[config.mk]
export PLATFORM = sky130hd
export DESIGN_NAME = paddle_engine
export DESIGN_NICKNAME = d
export VERILOG_FILES = /design/src/rtl/paddle_engine.sv
export SDC_FILE = /design/constraint.sdc
export NUM_CORES = 1
export LEC_CHECK = 0
export BUFFER_PORTS_ARGS = -buffer_cell sky130_fd_sc_hd__buf_2
export CORE_MARGIN = 5
export CORE_UTILIZATION = 40
export CTS_CLUSTER_SIZE = 16
export DETAILED_ROUTE_END_ITERATION = 8
export GPL_TIMING_DRIVEN = 1
export PLACE_DENSITY_LB_ADDON = 0.25
export SETUP_SLACK_MARGIN = 0.15
export SYNTH_ARGS = -nofsm -noshare
export SYNTH_HDL_FRONTEND = slang
export SYNTH_SLANG_ARGS = --single-unit
[constraint.sdc]
create_clock -name clk -period 2.6 [get_ports clk]
set_input_delay 0.52 -clock clk [delete_from_list [all_inputs] [get_ports clk]]
set_output_delay 0.52 -clock clk [all_outputs]
set_load 0.005 [all_outputs]
[src/rtl/paddle_engine.sv]
// Paddle engine: erase -> move -> draw -> done sequencer for one rectangular
// paddle, streaming one pixel per cycle to the VGA plot arbiter and exporting
// the paddle position for ball-collision logic.
module paddle_engine #(
  parameter int         PAD_W   = 16,
  parameter int         PAD_H   = 2,
  parameter int         X_MIN   = 51,
  parameter int         X_MAX   = 126,
  parameter int         X_RESET = 75,
  parameter int         Y_POS   = 108,
  parameter int         STEP    = 2,
  parameter logic [2:0] COLOR   = 3'b010
) (
  input  logic       clk,
  input  logic       resetn,
  input  logic       go,
  input  logic       left,
  input  logic       right,
  output logic [7:0] x_out,
  output logic [6:0] y_out,
  output logic [2:0] color_out,
  output logic       plot,
  output logic       busy,
  output logic       done,
  output logic [7:0] x_pos,
  output logic [6:0] y_pos
);

  typedef enum logic [2:0] {S_IDLE, S_ERASE, S_MOVE, S_DRAW, S_DONE} state_t;

  localparam logic [4:0] CX_LAST = 5'(PAD_W - 1);
  localparam logic [2:0] CY_LAST = 3'(PAD_H - 1);
  localparam logic [7:0] X_HI    = 8'(X_MAX - PAD_W + 1);
  localparam logic [6:0] Y0      = 7'(Y_POS);

  state_t     state, state_n;
  logic [4:0] cx, cx_n, cx_adv;
  logic [2:0] cy, cy_n, cy_adv;
  logic       dir_l, dir_l_n, dir_r, dir_r_n;
  logic [7:0] x_pos_n, x_out_n, moved;
  logic [6:0] y_out_n;
  logic [2:0] color_n;
  logic       plot_n, busy_n, done_n, last_px;
  logic [8:0] right_sum;

  assign y_pos = Y0;

  // Raster bookkeeping: is the pixel on screen the last one, and which pixel follows it.
  always_comb begin
    last_px = (cx == CX_LAST) && (cy == CY_LAST);
    cx_adv  = cx + 5'd1;
    cy_adv  = cy;
    if (cx == CX_LAST) begin
      cx_adv = 5'd0;
      cy_adv = cy + 3'd1;
    end
  end

  // Clamped position update; the right move is summed in 9 bits so it cannot wrap.
  always_comb begin
    right_sum = {1'b0, x_pos} + 9'(STEP);
    moved     = x_pos;
    if (dir_r && !dir_l) begin
      moved = (right_sum > {1'b0, X_HI}) ? X_HI : right_sum[7:0];
    end else if (dir_l && !dir_r) begin
      moved = ({1'b0, x_pos} < 9'(X_MIN + STEP)) ? 8'(X_MIN) : x_pos - 8'(STEP);
    end
  end

  // Next-state and next-output logic; every output is registered one step ahead.
  always_comb begin
    state_n = state;
    cx_n    = cx;
    cy_n    = cy;
    dir_l_n = dir_l;
    dir_r_n = dir_r;
    x_pos_n = x_pos;
    x_out_n = x_out;
    y_out_n = y_out;
    color_n = color_out;
    plot_n  = 1'b0;
    done_n  = 1'b0;
    case (state)
      S_IDLE: begin
        if (go) begin
          state_n = S_ERASE;
          dir_l_n = left;
          dir_r_n = right;
          cx_n    = 5'd0;
          cy_n    = 3'd0;
          plot_n  = 1'b1;
          x_out_n = x_pos;
          y_out_n = Y0;
          color_n = 3'b000;
        end
      end
      S_ERASE: begin
        if (last_px) begin
          state_n = S_MOVE;
          cx_n    = 5'd0;
          cy_n    = 3'd0;
        end else begin
          cx_n    = cx_adv;
          cy_n    = cy_adv;
          plot_n  = 1'b1;
          x_out_n = x_pos + {3'b000, cx_adv};
          y_out_n = Y0 + {4'b0000, cy_adv};
        end
      end
      S_MOVE: begin
        state_n = S_DRAW;
        x_pos_n = moved;
        cx_n    = 5'd0;
        cy_n    = 3'd0;
        plot_n  = 1'b1;
        x_out_n = moved;
        y_out_n = Y0;
        color_n = COLOR;
      end
      S_DRAW: begin
        if (last_px) begin
          state_n = S_DONE;
          done_n  = 1'b1;
          cx_n    = 5'd0;
          cy_n    = 3'd0;
        end else begin
          cx_n    = cx_adv;
          cy_n    = cy_adv;
          plot_n  = 1'b1;
          x_out_n = x_pos + {3'b000, cx_adv};
          y_out_n = Y0 + {4'b0000, cy_adv};
        end
      end
      S_DONE: begin
        state_n = S_IDLE;
      end
      default: begin
        state_n = S_IDLE;
      end
    endcase
    busy_n = (state_n != S_IDLE);
  end

  // State, position and output registers with asynchronous active-low reset.
  always_ff @(posedge clk or negedge resetn) begin
    if (!resetn) begin
      state     <= S_IDLE;
      cx        <= 5'd0;
      cy        <= 3'd0;
      dir_l     <= 1'b0;
      dir_r     <= 1'b0;
      x_pos     <= 8'(X_RESET);
      x_out     <= 8'd0;
      y_out     <= 7'd0;
      color_out <= 3'b000;
      plot      <= 1'b0;
      busy      <= 1'b0;
      done      <= 1'b0;
    end else begin
      state     <= state_n;
      cx        <= cx_n;
      cy        <= cy_n;
      dir_l     <= dir_l_n;
      dir_r     <= dir_r_n;
      x_pos     <= x_pos_n;
      x_out     <= x_out_n;
      y_out     <= y_out_n;
      color_out <= color_n;
      plot      <= plot_n;
      busy      <= busy_n;
      done      <= done_n;
    end
  end

endmodule

==> flow_summary.toml <==
[route]
route.detailed.drc = 0
antenna_left = 0
first_iter_violations = 137
wl_per_cell_um = 15.3
via_count = 2064
dr.pass1.iters = 4
vias_per_cell = 5.38
routed_wl_um = 5860

[power]
p_leak_nw = 1.34
sw_frac_of_total = 0.395
power_frac_seq = 0.320
ir_drop_uv = 447
internal_power_mw = 1.93
p_per_area_nw_per_um2 = 1100
switchingPower_mw = 1.26
power_frac_clock = 0.162
p_comb_frac = 0.518

[clocking]
root_buffer = "clkbuf_8"
clock_sinks = 38
clk_pin_slew_worst_paths_ps = 80
clk_latency_ps = 290
numCtsBuffers = 5
tritoncts = "yes"
cts_htree_levels = 2
cts_hold_buf = 0
clock_path_buffers = 2

[finish]
nets = 325
utilization = 0.486
n_antenna_cell = 0
area_growth_syn_to_layout_pct = 17.5
fin_cells = 384
drive_gt1_frac = 0.269

[synth]
ys_seq_area_frac = 0.385
post_synth_num_cell_types = 61
synth_edf_count = 0
yosysTopAreaCellShare = 0.343
synth_area_per_cell_sq_um = 9.22
ys_ff_latch = 38
syn_area_sq_um = 2480
syn_inst = 269
synthTopCellsByArea = "dfrtp_1, ha_1, nand2_1"
synth_top_cell_by_area = "dfrtp_1"
yosys_warnings = 0
ys.flop_type = "dfrtp_1"
synthArstFlopShare = 1.00

[timing]
setup_viol = 0
finalMaxSlewViolations = 0
finalClockSkew_ps = 10.4
relSlewSlack = 0.437
period_needed_ps = 2500
finalHoldViolations = 0
worst_pin_slew_ps = 845
max_freq_ghz = 0.400
period_share = 0.961
grt_setup_unrepaired = "true"
setup_tns_ps = 0

[grt]
grt_overflow = 0
grtUsageTotal = 0.163
grt_pass1_vias = 2010
grt_max_degree = 39
antenna_found_initial = 0
grt_pass1_wl_um = 9980

[die]
core_sq_um = 5990
io_pins = 41
die_w_um = 88.7
dieArea_sq_um = 7870
start_util = 0.414
die_h_um = 88.7
rows = 28

[run]
maxCapViolCount = 0

[worst_setup_path]
crit_arrival_ps = 2700
crit_fanout = 3
required_ps = 2800
critPathKind = "register to register"
worstSetupStartpointType = "register"
worstSetupEndpointType = "register"

[status]
status = "completed"

[min_path]
hp-class = "input pin to asynchronous set/reset pin"

[place]
place.gp.congestion = 0.853
dp_hpwl_um = 4390
dp_cells = 371
port_buffers = 31
-- sequential cells by signal, summed over array words and instances, names as in the netlist --
name / cells
x_out: 8
x_pos: 8
cx: 5
y_out: 5
cy: 3
state: 3
busy: 1
color_out: 1
dir_l: 1
dir_r: 1
done: 1
plot: 1
-- final timing paths --
check                                      from                    to  slack [ps]  depth (start not counted)
max                           cx[0]$_DFFE_PN0P_  x_out[6]$_DFFE_PN0P_         100                         12
min                                      resetn  x_pos[7]$_DFFE_PN0P_         330                          1
max reg2reg                   cx[0]$_DFFE_PN0P_  x_out[6]$_DFFE_PN0P_         100                         12
min reg2reg                y_out[5]$_DFFE_PN0P_  y_out[5]$_DFFE_PN0P_         480                          1
max in group asynchronous                resetn     cx[3]$_DFFE_PN0P_        1720                          1
min in group clk                          right     dir_r$_DFFE_PN0P_         470                          2
-- layer usage --
layer  GRT usage  share of wire  routed length [um]
met5           0              0                   0
met4      0.0440         0.0053                  31
met3      0.0335          0.055                 321
met2       0.256           0.47                2780
met1       0.227           0.47                2730
-- cells in the final DEF, fill, tap and decap left out, types with 3 or more instances in the layout --
cell       n
dfrtp_1   34
buf_2     31
nand2_1   29
nor2_1    26
buf_4     15
o21ai_0   14
a21oi_1    9
ha_1       9
conb_1     9
xor2_1     7
a31oi_1    7
and2_1     6
inv_1      6
xnor2_1    6
clkbuf_8   6
nand3_1    5
nor3_1     5
nor2b_1    5
mux2_2     5
nand2b_1   4
o211ai_1   4
dfstp_2    4
and3_1     3
a22o_1     3
o21a_1     3
o21ai_1    3
-- synthesized netlist by cell type, types with 3 or more instances --
| cell | n |
|---|---|
| a21oi_1 | 11 |
| a22o_1 | 3 |
| a31oi_1 | 7 |
| and2_1 | 6 |
| and3_1 | 3 |
| buf_4 | 11 |
| clkbuf_1 | 6 |
| dfrtp_1 | 34 |
| dfstp_2 | 4 |
| ha_1 | 11 |
| inv_1 | 7 |
| mux2_2 | 5 |
| nand2_1 | 29 |
| nand2b_1 | 4 |
| nand3_1 | 6 |
| nor2_1 | 28 |
| nor2b_1 | 5 |
| nor3_1 | 5 |
| o211ai_1 | 4 |
| o21a_1 | 3 |
| o21ai_0 | 14 |
| o21ai_1 | 3 |
| xnor2_1 | 6 |
| xor2_1 | 7 |
-- timing repair --
item | in CTS | in global routing
resized for setup | 0 | 3
setup endpoints to repair | 1 | 3
buffers inserted | 3 | 2
pin swaps | 3 | 0
-- worst max-delay path: stages (launching register included) --
cell,delay (ps)
dfrtp_1,390
ha_4,160
nand3_4,90
nor2_4,110
nor2_1,50
ha_2,190
fa_2,370
a21oi_2,150
nor2_2,50
o21a_1,180
o211ai_1,170
mux2_2,350
a31oi_1,160
-- power groups by stage --
stage / logic [mW] / clock network [mW] / registers (mW)
3_3_place_gp: 1.57 / 0 / 1.03
5_1_grt: 1.87 / 0.566 / 1.06
3_5_place_dp: 1.59 / 0 / 1.03
2_1_floorplan: 1.18 / 0 / 0.993
4_1_cts: 1.63 / 0.538 / 1.02
6_report: 1.66 / 0.519 / 1.02
-- stage by stage --
step	hold slack (ps)	worst slack (ps)	area [sq um]	power, mW
finish	328	101	2910	3.20
global route	399	-68.2	2910	3.49
CTS	377	105	2880	3.19
detailed placement	463	46.9	2740	2.62
global placement	458	135	2740	2.60
floorplan	224	129	2550	2.17
-- area by class of cell --
cell class	count	area [sq um]
fillers	588	3080
multi-input cells	209	1430
flip-flops and latches	38	956
repair buffers	47	288
well taps	75	93.8
clock buffers	7	86.3
clock inverters	1	30.0
inverters	7	30.0
-- kinds of logic (layout without fill, tap and decap cells) --
kind of cell	count (synthesis)	after routing	synth area share
flops	38	38	0.385
xor+xnor	13	13	0.0459
buf+inv	29	62	0.0681
fa+ha+maj	12	12	0.0636
mux	7	7	0.0308
other cells	2	9	0.00303
simple gates	101	101	0.203
compound gates	67	67	0.200
(Power assumes the default switching activity.)
